[config.mk]
export PLATFORM = sky130hd
export DESIGN_NAME = spike_input_queue
export DESIGN_NICKNAME = d
export VERILOG_FILES = /design/src/rtl/snn_pkg.sv /design/src/rtl/sync_fifo_2w1r.sv /design/src/rtl/spike_input_queue.sv
export SDC_FILE = /design/constraint.sdc
export NUM_CORES = 1
export LEC_CHECK = 0
export CORE_UTILIZATION = 55
export CTS_CLUSTER_DIAMETER = 60
export DETAILED_ROUTE_END_ITERATION = 10
export GPL_ROUTABILITY_DRIVEN = 1
export PLACE_DENSITY = 0.74
export SLEW_MARGIN = 20
export SYNTH_ARGS = -nofsm -noshare
export SYNTH_HDL_FRONTEND = slang
export SYNTH_SLANG_ARGS = --single-unit
[constraint.sdc]
create_clock -name clk -period 5.12 [get_ports clk]
set_input_delay 0.512 -clock clk [delete_from_list [all_inputs] [get_ports clk]]
set_output_delay 0.512 -clock clk [all_outputs]
set_load 0.05 [all_outputs]
[src/rtl/snn_pkg.sv]
// Shared SNN definitions used by the input queue and the network controller.
//   SR_DEPTH_DFLT : default synapse row count
//   NR_DEPTH_DFLT : default neuron count
//   syn_idx_t     : presynaptic (synapse row) index at the default row count
package snn_pkg;

    localparam int unsigned SR_DEPTH_DFLT = 16384;
    localparam int unsigned NR_DEPTH_DFLT = 256;

    typedef logic [$clog2(SR_DEPTH_DFLT)-1:0] syn_idx_t;

endpackage

[src/rtl/sync_fifo_2w1r.sv]
// Circular buffer with two write ports and one read port.
// When both writes fire in one cycle, port A lands at wr_ptr and port B at wr_ptr+1.
// When only one fires, it lands at wr_ptr.
// The caller must never push more entries than the buffer has free, after counting the same-cycle pop.
// Ports:
//   clk, reset             : clock, asynchronous active-high reset
//   wr_a_en, wr_a_data     : first write port (lower address when both write)
//   wr_b_en, wr_b_data     : second write port
//   rd_en                  : pop the head (caller guarantees count != 0)
//   rd_data                : head entry, mem[rd_ptr]
//   count                  : occupancy, 0..DEPTH
module sync_fifo_2w1r #(
    parameter int unsigned WIDTH = 14,
    parameter int unsigned DEPTH = 16
) (
    input  logic                     clk,
    input  logic                     reset,
    input  logic                     wr_a_en,
    input  logic [WIDTH-1:0]         wr_a_data,
    input  logic                     wr_b_en,
    input  logic [WIDTH-1:0]         wr_b_data,
    input  logic                     rd_en,
    output logic [WIDTH-1:0]         rd_data,
    output logic [$clog2(DEPTH):0]   count
);

    localparam int unsigned AW = $clog2(DEPTH);
    localparam int unsigned CW = AW + 1;

    logic [WIDTH-1:0] mem [DEPTH];
    logic [AW-1:0]    wr_ptr_q, wr_ptr_d, wr_ptr_p1;
    logic [AW-1:0]    rd_ptr_q, rd_ptr_d;
    logic [CW-1:0]    count_q, count_d;

    always_comb begin
        wr_ptr_p1 = wr_ptr_q + AW'(1);
        // DEPTH is a power of two, so pointer wrap is free in AW bits
        wr_ptr_d  = wr_ptr_q + AW'(wr_a_en) + AW'(wr_b_en);
        rd_ptr_d  = rd_ptr_q + AW'(rd_en);
        count_d   = count_q + CW'(wr_a_en) + CW'(wr_b_en) - CW'(rd_en);
    end

    always_ff @(posedge clk or posedge reset) begin
        if (reset) begin
            wr_ptr_q <= '0;
            rd_ptr_q <= '0;
            count_q  <= '0;
        end else begin
            wr_ptr_q <= wr_ptr_d;
            rd_ptr_q <= rd_ptr_d;
            count_q  <= count_d;
        end
    end

    // Storage is not reset; contents are meaningless until written
    always_ff @(posedge clk) begin
        if (wr_a_en) begin
            mem[wr_ptr_q] <= wr_a_data;
        end
        if (wr_b_en) begin
            mem[wr_a_en ? wr_ptr_p1 : wr_ptr_q] <= wr_b_data;
        end
    end

    assign rd_data = mem[rd_ptr_q];
    assign count   = count_q;

endmodule

[src/rtl/spike_input_queue.sv]
// Merges external AER spikes (with backpressure) and recurrent on-chip spikes
// (no backpressure) into one FIFO that feeds the network controller.
// Ports:
//   clk, reset                 : clock, asynchronous active-high reset
//   ext_valid/ext_index/ext_ready : external event handshake
//   rec_valid/rec_index        : recurrent event pulse; dropped if no room
//   input_occurred/input_index : FIFO head presented to the controller
//   input_ack                  : controller consumed the head
//   level                      : current occupancy
//   drop_count                 : saturating count of dropped recurrent events
//   err_ack_empty              : sticky flag, ack seen while empty
module spike_input_queue
    import snn_pkg::*;
#(
    parameter int unsigned SR_DEPTH   = SR_DEPTH_DFLT,
    parameter int unsigned FIFO_DEPTH = 16,
    parameter int unsigned CNT_WIDTH  = 16,
    localparam int unsigned IW        = $clog2(SR_DEPTH),
    localparam int unsigned LW        = $clog2(FIFO_DEPTH) + 1
) (
    input  logic                 clk,
    input  logic                 reset,
    input  logic                 ext_valid,
    input  logic [IW-1:0]        ext_index,
    output logic                 ext_ready,
    input  logic                 rec_valid,
    input  logic [IW-1:0]        rec_index,
    output logic                 input_occurred,
    output logic [IW-1:0]        input_index,
    input  logic                 input_ack,
    output logic [LW-1:0]        level,
    output logic [CNT_WIDTH-1:0] drop_count,
    output logic                 err_ack_empty
);

    logic [LW-1:0]        count;
    logic                 pop, ext_push, rec_push, rec_drop;
    logic [CNT_WIDTH-1:0] drop_q;
    logic                 err_q;

    always_comb begin
        pop       = input_ack && (count != '0);
        // One slot is always held back so a recurrent spike can land even when
        // the external port pushes in the same cycle
        ext_ready = !reset && (count <= LW'(FIFO_DEPTH - 2));
        ext_push  = ext_valid && ext_ready;
        rec_push  = rec_valid && ((count < LW'(FIFO_DEPTH)) || pop);
        rec_drop  = rec_valid && !rec_push;
    end

    // Recurrent entry goes on port A so it is ordered ahead of the external one
    sync_fifo_2w1r #(
        .WIDTH (IW),
        .DEPTH (FIFO_DEPTH)
    ) u_fifo (
        .clk       (clk),
        .reset     (reset),
        .wr_a_en   (rec_push),
        .wr_a_data (rec_index),
        .wr_b_en   (ext_push),
        .wr_b_data (ext_index),
        .rd_en     (pop),
        .rd_data   (input_index),
        .count     (count)
    );

    always_ff @(posedge clk or posedge reset) begin
        if (reset) begin
            drop_q <= '0;
            err_q  <= 1'b0;
        end else begin
            if (rec_drop && (drop_q != '1)) begin
                drop_q <= drop_q + CNT_WIDTH'(1);
            end
            if (input_ack && (count == '0)) begin
                err_q <= 1'b1;
            end
        end
    end

    assign input_occurred = (count != '0);
    assign level          = count;
    assign drop_count     = drop_q;
    assign err_ack_empty  = err_q;

endmodule

**Yosys cells after proc, flatten, opt, wreduce, memory -nomap -nowiden**

Memories as Yosys holds them, arrays and structs flattened.
Cells that the tools add are included.

- Logic and storage cells: 34
- Memory bits (writable): 224
- Memories: 1
- Bits in registers: 30
- Input bits: 33

Memories:

| name | depth | bits a word | read ports | clocked after memory_dff | write ports | RTL line | source |
|---|---|---|---|---|---|---|---|
| u_fifo.mem | 16 | 14 | 1 | 0 | 2 | sync_fifo_2w1r.sv:30 | `logic [WIDTH-1:0] mem [DEPTH];` |

- Magnitude comparators: 2
- Equality and inequality tests: 1
- Multiplexer cells: 5
- Add/subtract/negate cells: 8
- Reduce and logical (&&, ||, !) cells: 12

Operators with widths:

| operator | count |
|---|---|
| 16-bit by 1-bit adder with 16-bit output, second input constant | 1 |
| 16-bit != test, second input constant | 1 |
| 4-bit by 1-bit adder with 4-bit output | 3 |
| 5-bit by 1-bit adder with 5-bit output | 2 |
| 1-bit logical AND | 7 |
| 5-bit by 4-bit <= comparator with 1-bit output, second input constant | 1 |
| 5-bit zero test | 1 |
| 5-bit < comparator, second input constant | 1 |
| 5-bit nonzero test | 1 |
| 5-bit by 1-bit subtractor with 5-bit output | 1 |
| 4-bit by 1-bit adder with 4-bit output, second input constant | 1 |
| 1-bit two-way mux | 4 |
| 4-bit two-way mux | 1 |
| 1-bit zero test | 2 |
| 1-bit logical OR | 1 |

**Depth between registers and ports, before layout**

Gate-level depths: netlist of the first run.

- Word-level depth: 7
- Depth in mapped cells: 12
- Depth with buffers taken out: 12

**Modules after synthesis**

A second synthesis of the first run with hierarchy kept.

- Cells, all modules: 897
- Area total of the unflattened synthesis: 13775.7 µm²

By module, submodules not included:

| module | sequential area each (µm²) | area an instance (µm²) | cells each | times used |
|---|---|---|---|---|
| sync_fifo_2w1r | 7051.8 | 12837.3 | 811 | 1 |
| spike_input_queue | 425.4 | 938.4 | 86 | 1 |

**Least setup slack after synthesis of the first run**

OpenSTA, ideal clock, no wires.

- Kind: register to register
- From: reg u_fifo.count_q[2] (netlist: u_fifo.count[2])
- To: mem u_fifo.mem[11][0], enable pin
- Stages on the path, launching flop included: 7
- Arrival time: 2818 ps
- Period minus slack after synthesis: 3225 ps
- Slack: 1895 ps
- Data required time: 4713 ps
- Buffers on the path: 0
- Library setup time: 407 ps
- Cells stage by stage: dfrtp_1 -> ha_1 -> and3b_1 -> o211a_1 -> inv_1 -> or3_1 -> a21boi_0

RTL lines:

| item | RTL line | source |
|---|---|---|
| start, declared | sync_fifo_2w1r.sv:33 | `logic [CW-1:0] count_q, count_d;` |
| start signal, assigned | sync_fifo_2w1r.sv:51 | `count_q <= count_d;` |
| end, declared | sync_fifo_2w1r.sv:30 |  |

**Final worst setup path of the first run**

- From: reg u_fifo.rd_ptr_q[0]
- To: out input_index[2]

- Longest elaborated chain between the ends: 1

Ends and longest elaborated chain:

| item | RTL line | source |
|---|---|---|
| start, declared | sync_fifo_2w1r.sv:32 | `logic [AW-1:0] rd_ptr_q, rd_ptr_d;` |
| start signal, assigned | sync_fifo_2w1r.sv:50 | `rd_ptr_q <= rd_ptr_d;` |
| memory 16 x 14 bit | n/a |  |
| end, declared | spike_input_queue.sv:29 | `output logic [IW-1:0] input_index,` |

No other way between the ends.

==> flow_summary.json, run 1 <==
{
  "postCtsResizedCells": 0,
  "clk-insertion-delay-late_ps": 530,
  "fraction_of_the_mapped_netlist_area_in_adder_cells": 0.0196,
  "post_synth_instance_area_sq_mm": 0.0133,
  "postSynth.topFlopCell": "edfxtp_1",
  "setup_tns_ps": 0,
  "ioPinCount": 71,
  "start_to_end_type_of_the_worst_setup_path": "reg2out",
  "antenna_found_initial": 1,
  "post-route-min-period_ps": 4110,
  "postCtsSetupRepairBufs": 0,
  "p_clk_frac": 0.298,
  "wire_length_per_cell_after_detailed_routing_microns": 28.5,
  "core.rowCount": 56,
  "combinational_cell_fraction_of_total_power": 0.349,
  "number_of_enable_type_register_cells_in_the_synthesized_netlist": 224,
  "vias": 7883,
  "yosysTopAreaCellShare": 0.506,
  "hold_buffers": 0,
  "initial_utilization": 0.563,
  "worst_path_most_repeated_cell": "mux4_2",
  "clock_path_buffers": 3,
  "finalClockSkew_ps": 7.68,
  "yosys.area_share.xor_xnor": 0.0138,
  "holdCritPathClass": "in2async",
  "syn_nets": 874,
  "final_max_slew_viol_count": 0,
  "worst-path-buf-inv": 2,
  "report.final.setup_viol": 0,
  "total_leakage_power_uw": 0.00536,
  "firstDrtPassIters": 4,
  "post_drt_via_cell_ratio": 6.49,
  "largest_net_degree_at_the_start_of_global_routing": 38,
  "wire_length_of_the_first_global_routing_pass_mm": 51.3,
  "synth-seq-area-share": 0.562,
  "cts_tree": "built",
  "drive_gt1_frac": 0.395,
  "synth_compound_area_frac": 0.0228,
  "grtUsageTotal": 0.291,
  "tritoncts.num_buffers": 29,
  "final_util": 0.651,
  "critical_path_required_ps": 4610,
  "timing.rr.end": "u_fifo.mem[6][4]",
  "regToRegSetupSlack_ps": 1690,
  "preCtsSetupSlack_ps": 1500,
  "die-area_sq_mm": 0.0248,
  "yosysWarnings": 0,
  "nets": 924,
  "syn-instance-count": 822,
  "power.internal_uw": 5420,
  "globalRouteOverflowTotal": 0,
  "crit_arrival_ps": 3600,
  "timing_hold_violations_final": 0,
  "numPortBuffers": 70,
  "maxClockFrequency_mhz": 243,
  "final.setup.worst_slack_ps": 1010,
  "run_status": "completed",
  "worstPathCellList": "buf_4, mux4_2, mux4_2, clkdlybuf4s50_1",
  "finalWeightedCongestion": 0.912,
  "part_of_the_total_power_dissipated_in_sequential_elements": 0.353,
  "rr_worst_depth": 7,
  "cpPeakStageDelay_ps": 920,
  "dominant_combinational_cell_family_by_area_after_synthesis": "multiplexers",
  "synth_simple_gate_area_share": 0.0426,
  "cts_htree_levels": 1,
  "cp_top_family": "buffers and inverters",
  "power.switching_fraction": 0.342,
  "worstMarginPinSlew_ps": 1190,
  "critPathMaxFanout": 37,
  "first_global_vias": 8044,
  "ir_drop_v": 0.000386,
  "root_buffer_selected_by_cts": "clkbuf_16",
  "die_x_extent_microns": 157,
  "routed_wirelength_mm": 34.6,
  "crit_path_start_kind": "flip-flop",
  "synth_area_leaders": "edfxtp_1 51%, mux2_2 16%, mux4_2 11%",
  "slowest_stage": "dfrtp_4",
  "drc": 0,
  "timing.critical_path.to_type": "output port",
  "rr_startpoint": "u_fifo.wr_ptr_q[0]",
  "slew-limit-headroom": 0.208,
  "detail-route-antenna-nets": 0,
  "crit_share_post_route": 0.803,
  "drt_iter0_drc": 797,
  "power_per_cell_area_mw_per_mm2": 537,
  "unrepaired_setup_endpoints_after_global_routing": "false",
  "totalPowerFinal_uw": 8250,
  "clkTransAtPathRegs_ps": 60,
  "cts_num_sinks": 254,
  "synthToLayoutAreaGrowth_pct": 15.6,
  "cap_viol_max_count": 0,
  "chipHeight_microns": 157,
  "synth.area.mux_share": 0.308,
  "floorplan.core_area_sq_mm": 0.0236,
  "power_switching_uw": 2820,
  "yosysTopAreaCell": "edfxtp_1",
  "synth_cell_types": 55,
  "dpl.hpwl_mm": 20.5,
  "syn_avg_cell_area_sq_um": 16.2,
  "synthArstFlopShare": 0.118,
  "synth.ff_latch_count": 254
}
cells by family after synthesis:
kind of cell,after synthesis
buf+inv,89
xor+xnor,21
compound gates,38
simple gates,104
flops,254
fa+ha+maj,19
mux,297
routing by layer:
metal | part of all wire | track usage | vias up
met2 | 0.47 | 0.458 | 375
li1 | - | - | 3327
met5 | 0 | 0 | -
met3 | 0.080 | 0.0567 | 91
met4 | 0.038 | 0.101 | 0
met1 | 0.41 | 0.405 | 4090
through the flow:
stage          cell area [sq um]  hold WS, ps  instances
5_1_grt                    15400          486       1213
3_3_place_gp               14200          445       1160
2_1_floorplan              13300          477        822
3_5_place_dp               14200          456       1160
6_report                   15400          423       1214
4_1_cts                    15400          425       1213
cell usage in the layout, fill, tap and decap left out, types with 16 or more instances in the layout:
cell type / netlist / final
edfxtp_1: 224 / 224
mux4_2: 67 / 67
dfrtp_1: 30 / 28
buf_4: 9 / 22
mux2_2: 187 / 187
clkbuf_16: 0 / 29
clkdlybuf4s50_1: 0 / 70
mux2_1: 40 / 40
ha_1: 16 / 16
nand2_1: 32 / 32
cells in the mapped netlist (8+ instances only):
cell	count
a21o_1	10
inv_1	15
buf_4	9
buf_2	17
xor2_1	8
edfxtp_1	224
dfrtp_1	30
xnor2_1	13
nand2_1	32
clkbuf_1	42
mux2_1	40
and3_1	9
ha_1	16
mux2_2	187
nand3_1	10
mux4_2	67
how the worst max path moves through the flow:
stage / end / from / cells after the start / slack (ps)
5_1_grt: input_index[1] / u_fifo.rd_ptr_q[0] / 4 / 830
6_report: input_index[2] / u_fifo.rd_ptr_q[0] / 4 / 1010
3_5_place_dp: u_fifo.mem[6][5] / rec_valid / 7 / 1500
2_1_floorplan: u_fifo.mem[11][0] / u_fifo.count[2] / 6 / 1900
3_3_place_gp: input_index[2] / u_fifo.rd_ptr_q[0] / 4 / 1530
4_1_cts: input_index[2] / u_fifo.rd_ptr_q[0] / 4 / 910
power by group through the flow:
| stage | clock (uW) | combinational (uW) | sequential (uW) |
|---|---|---|---|
| global route | 2550 | 3030 | 2950 |
| floorplan | 0 | 2110 | 2840 |
| detailed placement | 0 | 2860 | 2950 |
| global placement | 0 | 2810 | 2940 |
| CTS | 2480 | 2870 | 2920 |
| finish | 2460 | 2880 | 2910 |
final cells by class:
cell class / instances / area [sq um]
fill: 1659 / 8240
sequential: 254 / 7480
multi-input combinational: 479 / 5430
timing repair buffer: 92 / 866
clock buffer: 29 / 726
clock inverter: 24 / 409
tap: 319 / 399
inverter: 16 / 60.1
antenna: 1 / 2.50
sequential cells by signal (all words and copies together), names as in the netlist:
| signal | cells |
|---|---|
| u_fifo.rd_ptr_q | 4 |
| u_fifo.count | 5 |
| err_ack_empty | 1 |
| u_fifo.mem | 224 |
| drop_count | 16 |
| u_fifo.wr_ptr_q | 4 |
Power figures use the tool's default switching activity.
==> run 2, diff against run 1 <==
--- a/config.mk
+++ b/config.mk
@@ -9,7 +9,7 @@
 export CTS_CLUSTER_DIAMETER = 60
 export DETAILED_ROUTE_END_ITERATION = 10
 export GPL_ROUTABILITY_DRIVEN = 1
-export PLACE_DENSITY = 0.74
+export PLACE_DENSITY = 0.77
 export SLEW_MARGIN = 20
 export SYNTH_ARGS = -nofsm -noshare
 export SYNTH_HDL_FRONTEND = slang
==> constraint.sdc (replaced) <==
create_clock -name clk -period 3.6 [get_ports clk]
set_input_delay 0.36 -clock clk [delete_from_list [all_inputs] [get_ports clk]]
set_output_delay 0.36 -clock clk [all_outputs]
set_load 0.05 [all_outputs]
==> flow_summary.json, run 2 (same netlist as run 1, synthesis figures left out) <==
{
  "setup_tns_ps": 0,
  "tritoncts.num_buffers": 27,
  "synthToLayoutAreaGrowth_pct": 15.3,
  "ir_drop_v": 0.000563,
  "nets": 941,
  "chipHeight_microns": 157,
  "drc": 0,
  "antenna_found_initial": 3,
  "globalRouteOverflowTotal": 0,
  "critical_path_required_ps": 3240,
  "report.final.setup_viol": 0,
  "cts_num_sinks": 254,
  "largest_net_degree_at_the_start_of_global_routing": 31,
  "power_switching_uw": 3900,
  "worstMarginPinSlew_ps": 1020,
  "largest_register_ffs": 224,
  "clkTransAtPathRegs_ps": 60,
  "slew-limit-headroom": 0.318,
  "total_leakage_power_uw": 0.00538,
  "critPathMaxFanout": 17,
  "die-area_sq_mm": 0.0248,
  "crit_share_post_route": 0.973,
  "firstDrtPassIters": 7,
  "top_layer": "met5",
  "finalWeightedCongestion": 0.888,
  "combinational_cell_fraction_of_total_power": 0.387,
  "grtUsageTotal": 0.287,
  "die_x_extent_microns": 157,
  "slowest_stage": "clkdlybuf4s50_1",
  "crit_arrival_ps": 3140,
  "dpl.hpwl_mm": 21.2,
  "hold_buffers": 0,
  "maxClockFrequency_mhz": 286,
  "first_global_vias": 8269,
  "mostFrequentLayoutCell": "edfxtp_1",
  "initial_utilization": 0.563,
  "clock_path_buffers": 3,
  "vias": 8020,
  "routed_wirelength_mm": 34.3,
  "crit_path_start_kind": "flip-flop",
  "p_clk_frac": 0.254,
  "totalPowerFinal_uw": 11100,
  "root_buffer_selected_by_cts": "clkbuf_16",
  "worst_path_most_repeated_cell": "mux4_2",
  "cpPeakStageDelay_ps": 730,
  "worst-path-buf-inv": 2,
  "clk-insertion-delay-late_ps": 530,
  "finalClockSkew_ps": 15.1,
  "met1_length_mm": 13.8,
  "part_of_the_total_power_dissipated_in_sequential_elements": 0.360,
  "wire_length_of_the_first_global_routing_pass_mm": 51.0,
  "drive_gt1_frac": 0.396,
  "wire_length_per_cell_after_detailed_routing_microns": 27.9,
  "numPortBuffers": 70,
  "ioPinCount": 71,
  "floorplan.core_area_sq_mm": 0.0236,
  "cts_htree_levels": 1,
  "timing.critical_path.to_type": "output port",
  "final_max_slew_viol_count": 0,
  "regMostFlops": "u_fifo.mem",
  "start_to_end_type_of_the_worst_setup_path": "reg2out",
  "crit_start": "u_fifo.rd_ptr_q[0]",
  "met3WireLength_mm": 2.78,
  "detail-route-antenna-nets": 0,
  "cap_viol_max_count": 0,
  "unrepaired_setup_endpoints_after_global_routing": "false",
  "core.rowCount": 56,
  "run_status": "completed",
  "route.met2.wl_mm": 16.5,
  "worstPathCellList": "buf_12, mux4_2, mux4_2, clkdlybuf4s50_1",
  "power.switching_fraction": 0.351,
  "final_cell_mix": "224 x edfxtp_1, 187 x mux2_2, 67 x mux4_2",
  "power_per_cell_area_mw_per_mm2": 724,
  "power.internal_uw": 7200,
  "post_drt_via_cell_ratio": 6.52,
  "holdCritPathClass": "in2async",
  "drt_iter0_drc": 694,
  "cp_top_family": "multiplexers",
  "rr_startpoint": "u_fifo.wr_ptr_q[0]",
  "post-route-min-period_ps": 3500,
  "cts_tree": "built",
  "timing_hold_violations_final": 0
}
run 2: cell types whose count changed in the layout (fill, tap and decap cells not counted), sizes merged:
cell,delta
inv,-2
clkinvlp,+3
clkinv,-6
bufinv,-8
clkdlybuf4s50,-5
dlymetal6s2s,+5
buf,+19
clkbuf,+9
diode,+1
run 2: layout make-up:
class                      instances  area [sq um]
antenna                            2          5.00
tap                              319           399
timing repair buffer             111          1070
clock inverter                    11           141
clock buffer                      38           757
multi-input combinational        479          5420
fill                            1606          8280
inverter                          16          60.1
sequential                       254          7480
run 2: path summary, 6_finish.rpt:
path                                       to  slack [ps]  cells past startpoint
max in group asynchronous  u_fifo.rd_ptr_q[0]        2840                      2
min in group clk                err_ack_empty         450                      1
max reg2reg                  u_fifo.mem[4][9]         470                      7
min reg2reg                     err_ack_empty         450                      1
max                            input_index[1]         100                      4
min                           u_fifo.count[0]         270                      2
run 2: power by group through the flow:
stage          clock, uW  sequential [uW]  combinational (uW)
2_1_floorplan          0             4040                3000
3_3_place_gp           0             4050                4130
3_5_place_dp           0             4070                4230
4_1_cts             2840             3990                4300
5_1_grt             2960             4030                4530
6_report            2820             3990                4290
run 2: what timing repair did:
item,in CTS,in global routing
resized for setup,0,5
pin swaps,0,0
buffers inserted,1,0
setup endpoints to repair,10,5
run 2: per-stage QoR:
stage	instance area (sq um)	hold WS (ps)	instances	util	worst slack, ps
floorplan	13300	451	822	-	375
global placement	14400	444	1178	0.610	506
detailed placement	14400	443	1178	0.610	420
CTS	15300	292	1228	0.649	38.0
finish	15300	274	1230	0.649	98.9
global route	15300	335	1228	0.649	12.1
run 2: metal layers:
metal | up-vias | track usage
met5 | - | 0
met4 | 2 | 0.107
met3 | 82 | 0.0496
met2 | 394 | 0.465
met1 | 4199 | 0.389
li1 | 3343 | -
==> patch, RTL diff (flow settings as in run 2) <==
Change the parameter `FIFO_DEPTH` from 16 to 32.
--- a/src/rtl/spike_input_queue.sv
+++ b/src/rtl/spike_input_queue.sv
@@ -14,5 +14,5 @@
 #(
     parameter int unsigned SR_DEPTH   = SR_DEPTH_DFLT,
-    parameter int unsigned FIFO_DEPTH = 16,
+    parameter int unsigned FIFO_DEPTH = 32,
     parameter int unsigned CNT_WIDTH  = 16,
     localparam int unsigned IW        = $clog2(SR_DEPTH),
Interface: changed (resized level); port bits go from 71 to 72. No check against the original RTL was run, so the function may have changed too.
==> patch against run 2 <==
- worst setup slack got worse by 0.0089 ns
- sequential cell count increased by 227
- wire length is 89% higher
- critical path type unchanged
- sequential power rose by 81%
- power increased by 84%
- clock power rose by 91%
- area after synthesis increased by 89%
- combinational power is 82% higher
- design area grew 87%
- critical endpoint is now input_index[13]
==> patch: results (changes against run 2) <==
stage,metric,value,unit,change
timing,finalClockSkew,0.0197,ns,+0.00454 ns
global_route,track_usage,28.4,%,-0.34 points
global_route,grt_max_degree,33,,+6.5%
setup_path,r2r_slack,0.26,ns,-0.21 ns
logic_synthesis,seq_area_frac_synth,56.7,%,+0.46 points
logic_synthesis,async_reset_ff_share,6.86,%,-5.0 points
cells_and_area,n_antenna_cell,0,,-2
clock_network,post_cts_buffers,0,,-1
global_route,antenna_found_initial,0,,-3
global_route,grt_pass1_vias,15000,,+81%
setup_path,max_stage_delay,0.59,ns,-0.14 ns
power_and_ir_drop,irDropWorstVdd,1190,uV,+110%
logic_synthesis,synth_nets,1562,,+79%
setup_path,worstPathArrival,3.15,ns,about the same
placed_design,port_buffers,71,,+1.4%
timing,tightest_slew,0.884,ns,-0.140 ns
placed_design,gp_congestion,0.828,,-6.8%
detailed_routing,viasPerCell,6.58,,+0.97%
clock_network,cts_buffers,52,,+93%
cells_and_area,drive_gt1_share,50.5,%,+11 points
setup_path,r2r-start,u_fifo.count[5]$_DFF_PP0_,,
cells_and_area,largest_reg_flops,448,,+100%
detailed_routing,wl,65000,um,+89%
setup_path,reg2reg_depth,10,,+3
logic_synthesis,synth-edff-count,448,,+100%
logic_synthesis,synth_cell_types,64,,+16%
placed_design,dp_hpwl,40700,um,+92%
power_and_ir_drop,power.leakage,9.80,nW,+82%
run_status,status,"complete, no violations",,
[patch: changes by cell type after synthesis, sizes merged, moves of 22 or more]
cell,change
buf,+31
clkbuf,+64
mux4,+73
mux2,+237
nand2,+22
edfxtp,+224
[patch: worst paths after layout]
check	end
worst max-delay path	input_index[13]
worst min-delay path	u_fifo.rd_ptr_q[3]$_DFF_PP0_
worst max register to register	u_fifo.mem[7][12]$_DFFE_PP_
worst min register to register	err_ack_empty$_DFFE_PP0P_
max in group asynchronous	u_fifo.count[2]$_DFF_PP0_
min in group clk	err_ack_empty$_DFFE_PP0P_
[patch: power by group through the flow]
stage | Sequential [mW] | Clock, mW | Combinational (mW)
detailed placement | 7.32 | 0 | 7.78
floorplan | 7.27 | 0 | 5.23
global placement | 7.29 | 0 | 7.70
global route | 7.26 | 5.63 | 8.15
finish | 7.21 | 5.39 | 7.82
CTS | 7.21 | 5.45 | 7.84
[patch: logic make-up (layout without fill, tap and decap cells)]
logic type | after synthesis | in the layout | share of synthesized area, %
AOI/OAI and AO/OA | 51 | 51 | 1.76
adders and majority gates | 20 | 20 | 1.08
DFF | 481 | 481 | 56.7
buffers and inverters | 187 | 289 | 3.15
muxes | 606 | 606 | 33.5
xor gates and xnor gates | 25 | 25 | 0.869
and+or+nand+nor | 139 | 139 | 2.91
[patch: layout make-up]
class | count | area, um2
Clock inverter | 35 | 348
Sequential cell | 481 | 14300
Tap cell | 600 | 751
Multi-Input combinational cell | 841 | 10100
Fill cell | 3229 | 16600
Clock buffer | 58 | 1350
Inverter | 19 | 76.3
Timing Repair Buffer | 177 | 1720
[patch: per-layer routing]
layer	part of all wire [%]	vias up	GRT usage [%]
li1	-	6069	-
met1	40	7632	39.4
met2	48	731	45.9
met3	8.7	124	5.29
met4	2.8	0	8.15
met5	0	-	0
[patch: worst max-delay path: cells and delay by family (launching register included)]
family	cells	cell delay [ns]
buffers and inverters	2	0.57
multiplexers	3	1.44
flip-flops	1	0.54
[patch: metrics by stage]
step,utilization (%),setup WS (ns),hold slack [ns],cells,area (um2)
3_3_place_gp,59.6,0.387,0.466,2118,27000
5_1_grt,63.3,0.00982,0.294,2211,28600
3_5_place_dp,59.6,0.252,0.454,2118,27000
4_1_cts,63.3,0.0304,0.221,2211,28700
2_1_floorplan,-,0.148,0.477,1509,25200
6_report,63.3,0.0899,0.238,2211,28600
